$ cat src/rtl/i2s_stream_tx.sv
// rtl/i2s_stream_tx.sv - I2S / left-justified stereo serializer with a frame FIFO and MCLK/BCLK/LRCK generation.
// Optional: define I2S_UNDERRUN_HOLD_EN to resend the previous frame on underrun instead of silence.
module i2s_stream_tx #(
  parameter int SAMPLE_W   = 16,
  parameter int SLOT_W     = 24,
  parameter int SCLK_DIV   = 8,
  parameter int FIFO_DEPTH = 4,
  parameter int I2S_DELAY  = 1
) (
  input  logic                            clk,
  input  logic                            reset,
  input  logic                            enable,
  input  logic                            s_valid,
  output logic                            s_ready,
  input  logic [SAMPLE_W-1:0]             s_left,
  input  logic [SAMPLE_W-1:0]             s_right,
  output logic [$clog2(FIFO_DEPTH+1)-1:0] fifo_level,
  output logic                            underrun,
  output logic                            aud_mclk,
  output logic                            aud_bclk,
  output logic                            aud_lrck,
  output logic                            aud_sdata
);
  localparam int LVL_W = $clog2(FIFO_DEPTH+1);
  localparam int PTR_W = $clog2(FIFO_DEPTH);
  localparam int DIV_W = (SCLK_DIV > 1) ? $clog2(SCLK_DIV) : 1;
  localparam int BIT_W = (SLOT_W > 1) ? $clog2(SLOT_W) : 1;
  localparam int FRM_W = 2*SAMPLE_W;
  localparam int PAD   = SLOT_W - SAMPLE_W - I2S_DELAY;

  typedef enum logic [1:0] {IDLE, RUN_L, RUN_R} state_t;

  state_t             state_q, state_d;
  logic [DIV_W-1:0]   div_q, div_d;
  logic [BIT_W-1:0]   bit_q, bit_d;
  logic               mclk_q, mclk_d, bclk_q, bclk_d, lrck_q, lrck_d;
  logic               sdata_q, sdata_d, underrun_q, underrun_d;
  logic [FRM_W-1:0]   frame_q, frame_d, fill_frame, head;
  logic [SLOT_W-1:0]  shift_q, shift_d, load;
  logic [FRM_W-1:0]   mem_q [FIFO_DEPTH];
  logic [FRM_W-1:0]   mem_d [FIFO_DEPTH];
  logic [PTR_W-1:0]   wr_ptr_q, wr_ptr_d, rd_ptr_q, rd_ptr_d;
  logic [LVL_W-1:0]   level_q, level_d;
  logic               running, tick, fall, last_bit, frame_start, push, pop;

  // Sample placed in its slot, MSB first, after I2S_DELAY leading zero bits.
  function automatic logic [SLOT_W-1:0] align(input logic [SAMPLE_W-1:0] s);
    return SLOT_W'(s) << PAD;
  endfunction

`ifdef I2S_UNDERRUN_HOLD_EN
  assign fill_frame = frame_q;
`else
  assign fill_frame = '0;
`endif

  assign s_ready    = !reset && (level_q != LVL_W'(FIFO_DEPTH));
  assign fifo_level = level_q;
  assign underrun   = underrun_q;
  assign aud_mclk   = mclk_q;
  assign aud_bclk   = bclk_q;
  assign aud_lrck   = lrck_q;
  assign aud_sdata  = sdata_q;
  assign head       = mem_q[rd_ptr_q];

  always_comb begin
    running     = (state_q != IDLE) || enable;
    tick        = running && (div_q == DIV_W'(SCLK_DIV-1));
    fall        = tick && bclk_q;
    last_bit    = (bit_q == BIT_W'(SLOT_W-1));
    frame_start = fall && enable && ((state_q == IDLE) || ((state_q == RUN_R) && last_bit));
    pop         = frame_start && (level_q != '0);
    push        = s_valid && s_ready;

    mclk_d     = ~mclk_q;
    div_d      = (!running || tick) ? '0 : div_q + 1'b1;
    bclk_d     = running && (tick ? ~bclk_q : bclk_q);
    state_d    = state_q;
    bit_d      = bit_q;
    lrck_d     = lrck_q;
    sdata_d    = sdata_q;
    shift_d    = shift_q;
    frame_d    = frame_q;
    underrun_d = 1'b0;
    load       = '0;

    // Data and LRCK move only on falling BCLK so they are settled at the codec's rising edge.
    if (fall) begin
      if (frame_start) begin
        frame_d    = pop ? head : fill_frame;
        underrun_d = !pop;
        state_d    = RUN_L;
        bit_d      = '0;
        lrck_d     = 1'b0;
        load       = align(frame_d[FRM_W-1 -: SAMPLE_W]);
        sdata_d    = load[SLOT_W-1];
        shift_d    = load << 1;
      end else if ((state_q == RUN_L) && last_bit) begin
        state_d = RUN_R;
        bit_d   = '0;
        lrck_d  = 1'b1;
        load    = align(frame_q[SAMPLE_W-1:0]);
        sdata_d = load[SLOT_W-1];
        shift_d = load << 1;
      end else if ((state_q == RUN_R) && last_bit) begin
        state_d = IDLE;
        bit_d   = '0;
        lrck_d  = 1'b0;
        sdata_d = 1'b0;
        shift_d = '0;
      end else begin
        bit_d   = bit_q + 1'b1;
        sdata_d = shift_q[SLOT_W-1];
        shift_d = shift_q << 1;
      end
    end

    mem_d = mem_q;
    if (push) mem_d[wr_ptr_q] = {s_left, s_right};
    wr_ptr_d = push ? wr_ptr_q + 1'b1 : wr_ptr_q;
    rd_ptr_d = pop ? rd_ptr_q + 1'b1 : rd_ptr_q;
    case ({push, pop})
      2'b10:   level_d = level_q + 1'b1;
      2'b01:   level_d = level_q - 1'b1;
      default: level_d = level_q;
    endcase
  end

  always_ff @(posedge clk) begin
    if (reset) begin
      state_q    <= IDLE;
      div_q      <= '0;
      bit_q      <= '0;
      mclk_q     <= 1'b0;
      bclk_q     <= 1'b0;
      lrck_q     <= 1'b0;
      sdata_q    <= 1'b0;
      underrun_q <= 1'b0;
      frame_q    <= '0;
      shift_q    <= '0;
      wr_ptr_q   <= '0;
      rd_ptr_q   <= '0;
      level_q    <= '0;
    end else begin
      state_q    <= state_d;
      div_q      <= div_d;
      bit_q      <= bit_d;
      mclk_q     <= mclk_d;
      bclk_q     <= bclk_d;
      lrck_q     <= lrck_d;
      sdata_q    <= sdata_d;
      underrun_q <= underrun_d;
      frame_q    <= frame_d;
      shift_q    <= shift_d;
      wr_ptr_q   <= wr_ptr_d;
      rd_ptr_q   <= rd_ptr_d;
      level_q    <= level_d;
    end
    mem_q <= mem_d;
  end
endmodule

$ cat config.mk
export PLATFORM = sky130hd
export DESIGN_NAME = i2s_stream_tx
export DESIGN_NICKNAME = d
export VERILOG_FILES = /design/src/rtl/i2s_stream_tx.sv
export SDC_FILE = /design/constraint.sdc
export NUM_CORES = 1
export LEC_CHECK = 0
export CAP_MARGIN = 20
export CORE_AREA = 3 3 113 115
export CTS_BUF_LIST = sky130_fd_sc_hd__clkbuf_4 sky130_fd_sc_hd__clkbuf_8
export DETAILED_ROUTE_END_ITERATION = 8
export DIE_AREA = 0 0 116 118
export PLACE_DENSITY = 0.87
export SLEW_MARGIN = 20
export SYNTH_ARGS = -nofsm -noshare
export SYNTH_HDL_FRONTEND = slang
export SYNTH_SLANG_ARGS = --single-unit
export TNS_END_PERCENT = 100
$ cat constraint.sdc
create_clock -name clk -period 4 [get_ports clk]
set_input_delay 0.6 -clock clk [delete_from_list [all_inputs] [get_ports clk]]
set_output_delay 0.6 -clock clk [all_outputs]
set_load 0.02 [all_outputs]
==> results.yml, run 1 <==
synthesis:
  syn_avg_cell_area_um2: 16.2
  synth_edf_count: 128
  syn_area_um2: 7130
  ys_ff_latch: 181
  synthDistinctLibCells: 44
  syn_nets: 485
  yosysSeqAreaShare_pct: 68.8
  ys_warn_count: 0
  synth_top_flop_cell: "edfxtp_1"
  synthCells: 439
  synthArstFlopShare_pct: 0
cts:
  cts.clk_slew.worst_paths_ps: 80
  clockRootBuffer: "clkbuf_8"
  clock_path_buffers: 2
  hold_buffers: 0
  insertion_delay_ps: 450
  cts_buffers: 17
  ctsResizeCount: 0
  cts_tree: "yes"
  cts_setup_buffers: 0
  htreeDepth: 4
  cts.sinks: 181
finish:
  nets: 531
  drive_gt1_share_pct: 18.7
  mostFrequentLayoutCell: "edfxtp_1"
  fillers: 777
  area_growth_syn_to_layout_pct: 14.3
  final_cell_mix: "128 x edfxtp_1, 52 x dfxtp_1, 44 x clkdlybuf4s50_1"
  antenna_cells: 0
die:
  die_area_um2: 13700
  ios: 45
  coreArea_um2: 11900
  die_x_um: 116
  die_h_um: 118
  initial_core_util_pct: 59.9
  rows: 40
grt:
  grt_max_degree: 49
  grt_pass1_vias: 4111
  antenna_found_initial: 0
  grt_use_total_pct: 20.6
  grt_pass1_wl_um: 21200
  grt-ovfl-total: 0
timing:
  setup_total_negative_slack_ps: 0
  clock.fmax_mhz: 350
  fin_crit_sh_pct: 71.5
  finalClockSkew_ps: 10.1
  hold_violations: 0
  setup_viol: 0
  worst_pin_slew_ps: 868
  rsz0062_at_grt: "false"
  final-max-slew-violation-count: 0
  final.min_clock_period_ps: 2860
  slew-limit-headroom_pct: 42.1
setup_path:
  end_kind: "flop"
  critPathMaxFanout: 12
  cp_data_required_time_ps: 4390
  cp-start-kind: "flop"
  arrival_ps: 3250
  worstSetupPathType: "reg2reg"
power_and_ir_drop:
  ir_worst_vdd_uv: 312
  power.density_nw_per_um2: 440
  p_total_uw: 3590
  leakage_uw: 0.00266
min_path:
  hold_class: "reg2reg"
route:
  route.detailed.drc: 0
  ant_nets: 0
  wl_per_cell_um: 19.9
  drt-total-wl_um: 12800
  vias: 3895
  via_per_inst: 6.04
  first_pass_iters: 5
  drtIter0Drc: 341
run_status:
  status: "completed"
placed_design:
  gp_congestion: 0.771
  port_buffers: 44
  dpl.hpwl_um: 7840
job:
  maxCapViolations: 0
-- cells by family after synthesis --
| group | synth area share (%) |
|---|---|
| AOI/OAI and AO/OA | 8.00 |
| xor gates and xnor gates | 0.860 |
| adders and majority gates | 1.86 |
| buffers and inverters | 2.39 |
| DFF | 68.8 |
| muxes | 10.7 |
| and+or+nand+nor | 7.45 |
-- worst paths after layout --
kind                   start            end  slack [ps]  cells after the start
setup reg to reg  state_q[1]  fifo_level[2]        1140                     11
hold reg to reg     aud_mclk       aud_mclk         420                      1
setup / recovery  state_q[1]  fifo_level[2]        1140                     11
hold / removal      aud_mclk       aud_mclk         420                      1
-- cells in the mapped netlist, types with 3 or more instances --
| library cell | count | share of area (%) |
|---|---|---|
| buf_4 | 3 | 0.32 |
| and3_1 | 4 | 0.35 |
| o21bai_1 | 15 | 1.6 |
| a41oi_2 | 11 | 2.5 |
| mux2i_1 | 3 | 0.42 |
| nand3_1 | 17 | 1.2 |
| a41oi_1 | 5 | 0.61 |
| dfxtp_1 | 53 | 15 |
| clkbuf_1 | 12 | 0.63 |
| nor2_1 | 28 | 1.5 |
| a22oi_1 | 17 | 1.8 |
| xor2_1 | 5 | 0.61 |
| inv_1 | 7 | 0.37 |
| buf_2 | 10 | 0.70 |
| ha_1 | 9 | 1.6 |
| a21oi_1 | 5 | 0.35 |
| nand2b_1 | 3 | 0.26 |
| nor3_1 | 5 | 0.35 |
| nand2_1 | 34 | 1.8 |
| mux4_2 | 32 | 10 |
| and2_1 | 3 | 0.26 |
| edfxtp_1 | 128 | 54 |
-- power by group --
group,total [uW],internal (uW),switching [uW]
registers,2070,2050,14.2
logic,143,67.3,75.4
clock network,1380,784,594
-- area by class of cell --
class                      count  area [um^2]  share of cell area (%)
clock buffer                  22          278                    3.41
clock inverter                10          180                    2.21
inverter                       7         26.3                   0.322
multi-input combinational    223         2060                    25.2
sequential                   181         4910                    60.2
tap                          147          184                    2.26
timing repair buffer          55          523                    6.41
-- critical path: stages, from the launching register on --
cell and delay, ps:
dfxtp_1 620, nor3_1 190, nor2b_1 170, ha_1 180, nand3b_1 180, a211oi_4 210, ha_1 210, inv_1 60
fa_1 370, xor2_1 150, or3_1 300, a21oi_1 130
-- sequential cells by signal, summed over array words and instances (netlist names) --
name        flops
mem_q         128
frame_q        16
shift_q        16
bit_q           5
div_q           3
fifo_level      3
rd_ptr_q        2
state_q         2
wr_ptr_q        2
aud_bclk        1
aud_mclk        1
aud_sdata       1
underrun        1
-- per-layer routing --
metal	GRT usage, %	part of all wire (%)	up-vias	wire length, um
li1	-	-	1787	-
met1	26.8	40	1945	5180
met2	33.2	52	144	6620
met3	4.37	5.6	19	717
met4	9.43	2.2	0	285
met5	0	0	-	0
-- per-stage QoR --
step | cells | setup slack (ps) | instance area, um^2 | hold WS, ps | utilization (%)
after global routing | 645 | 914 | 8160 | 443 | 68.5
after global placement | 613 | 823 | 7700 | 409 | 64.6
final | 645 | 1140 | 8160 | 415 | 68.5
after detailed placement | 613 | 691 | 7700 | 402 | 64.6
after floorplan | 439 | 819 | 7130 | 405 | -
after CTS | 645 | 1100 | 8160 | 415 | 68.5
Power figures use the tool's default switching activity.
==> run 2, diff against run 1 <==
Clock period 4 ns to 2.73 ns, I/O delays scaled along.
==> results.yml, run 2 (synthesized netlist as in run 1, its figures left out) <==
finish:
  area_growth_syn_to_layout_pct: 15.3
  antenna_cells: 0
  utilization_pct: 69.0
  largest_register_ffs: 128
  largest-register: "mem_q"
  final_area_um2: 8220
  fillers: 775
  top_regs: "mem_q (128), frame_q (16), shift_q (16)"
  seqCellArea_um2: 4910
  mostFrequentLayoutCell: "edfxtp_1"
  drive_gt1_share_pct: 21.9
  nets: 539
  multiInputGateArea_um2: 2110
  final_cell_mix: "128 x edfxtp_1, 49 x dfxtp_1, 44 x clkdlybuf4s50_1"
cts:
  insertion_delay_ps: 460
  hold_buffers: 0
  cts.clk_slew.worst_paths_ps: 90
  cts_tree: "yes"
  clockRootBuffer: "clkbuf_8"
  cts_buffers: 17
  cts.sinks: 181
  htreeDepth: 4
  ctsResizeCount: 0
  cts_setup_buffers: 0
  clock_path_buffers: 2
timing:
  fin_crit_sh_pct: 96.2
  setup_total_negative_slack_ps: 0
  worst_pin_slew_ps: 793
  final.min_clock_period_ps: 2630
  hold_violations: 0
  fin_ws_ps: 103
  setup_viol: 0
  clock.fmax_mhz: 381
  slew-limit-headroom_pct: 47.2
  finalClockSkew_ps: 9.38
  final-max-slew-violation-count: 0
  rsz0062_at_grt: "false"
placed_design:
  dpl.hpwl_um: 8110
  dpl-instance-area_um2: 7850
  pre_cts_slack_ps: -266
  gp_congestion: 0.796
  port_buffers: 44
setup_path:
  critPathMaxFanout: 3
  cp-startpoint: "div_q[0]"
  r2r_start: "div_q[0]"
  end_kind: "flop"
  cp_data_required_time_ps: 3110
  cp-start-kind: "flop"
  worstSetupPathType: "reg2reg"
  arrival_ps: 3000
route:
  drt-total-wl_um: 13100
  vias: 4052
  wl_per_cell_um: 20.1
  via_per_inst: 6.21
  first_pass_iters: 5
  ant_nets: 0
  route.detailed.drc: 0
  drtIter0Drc: 316
power_and_ir_drop:
  power.density_nw_per_um2: 601
  ir_worst_vdd_uv: 389
  leakage_uw: 0.00265
min_path:
  hold_class: "reg2reg"
  hp-start: "aud_mclk"
grt:
  grt_pass1_vias: 4104
  grt_max_degree: 49
  grt_pass1_wl_um: 21100
  antenna_found_initial: 0
  grt-ovfl-total: 0
  grt_use_total_pct: 20.6
die:
  die_area_um2: 13700
  initial_core_util_pct: 59.9
  ios: 45
  coreArea_um2: 11900
  die_x_um: 116
  rows: 40
  die_h_um: 118
job:
  maxCapViolations: 0
run_status:
  status: "completed"
-- run 2: cell types whose count changed in the layout (fill, tap and decap cells not counted), moves of 2 or more --
cell	delta
buf_12	+3
clkinvlp_4	+3
ha_1	-4
ha_4	+3
dfxtp_1	-3
bufinv_16	-4
clkinv_4	+2
dfxtp_2	+2
buf_4	+5
-- run 2: path summary, 6_finish.rpt --
kind	endpoint	slack, ps	cells past startpoint
worst max-delay path	fifo_level[2]	100	12
worst min-delay path	aud_mclk	410	1
worst max register to register	fifo_level[2]	100	12
worst min register to register	aud_mclk	410	1
-- run 2: report_power, final --
group	internal, uW	total (uW)	switching, uW	leakage (uW)
Clock	776	1690	911	0.000179
Combinational	108	225	117	0.000880
Sequential	3010	3030	20.8	0.00159
Total	3890	4940	1050	0.00265
-- run 2: stage by stage --
| step | instances | hold slack [ps] | power [uW] |
|---|---|---|---|
| 2_1_floorplan | 439 | 413 | 3190 |
| 3_3_place_gp | 621 | 400 | 3300 |
| 3_5_place_dp | 621 | 397 | 3320 |
| 4_1_cts | 653 | 410 | 4980 |
| 5_1_grt | 653 | 424 | 5110 |
| 6_report | 653 | 410 | 4940 |
-- run 2: metal layers --
layer	global-route usage, %	routed length [um]
met4	8.92	320
met3	4.52	787
met1	27.3	5400
met5	0	0
met2	32.8	6620
-- run 2: area by class of cell --
cell class,instances,share of cell area [%]
multi-input cells,223,25.6
clock buffers,21,3.29
flip-flops and latches,181,59.7
inverters,7,0.320
clock inverters,11,1.26
well taps,147,2.24
repair buffers,63,7.55
-- run 2: critical path, stage by stage (launching register included) --
cell and delay [ps]:
dfxtp_2 360, ha_4 140, ha_4 130, nor2b_1 140, ha_2 190, nand3b_1 140
a211oi_4 250, ha_4 180, inv_2 40, fa_2 350, xor2_1 150, or3_1 320
a21oi_1 160
==> run 3, diff against run 2 <==
Settings changed: SLEW_MARGIN 20 to not set.
==> results of run 3 <==
The final DEF is identical to that of run 2; final timing and power are the same.
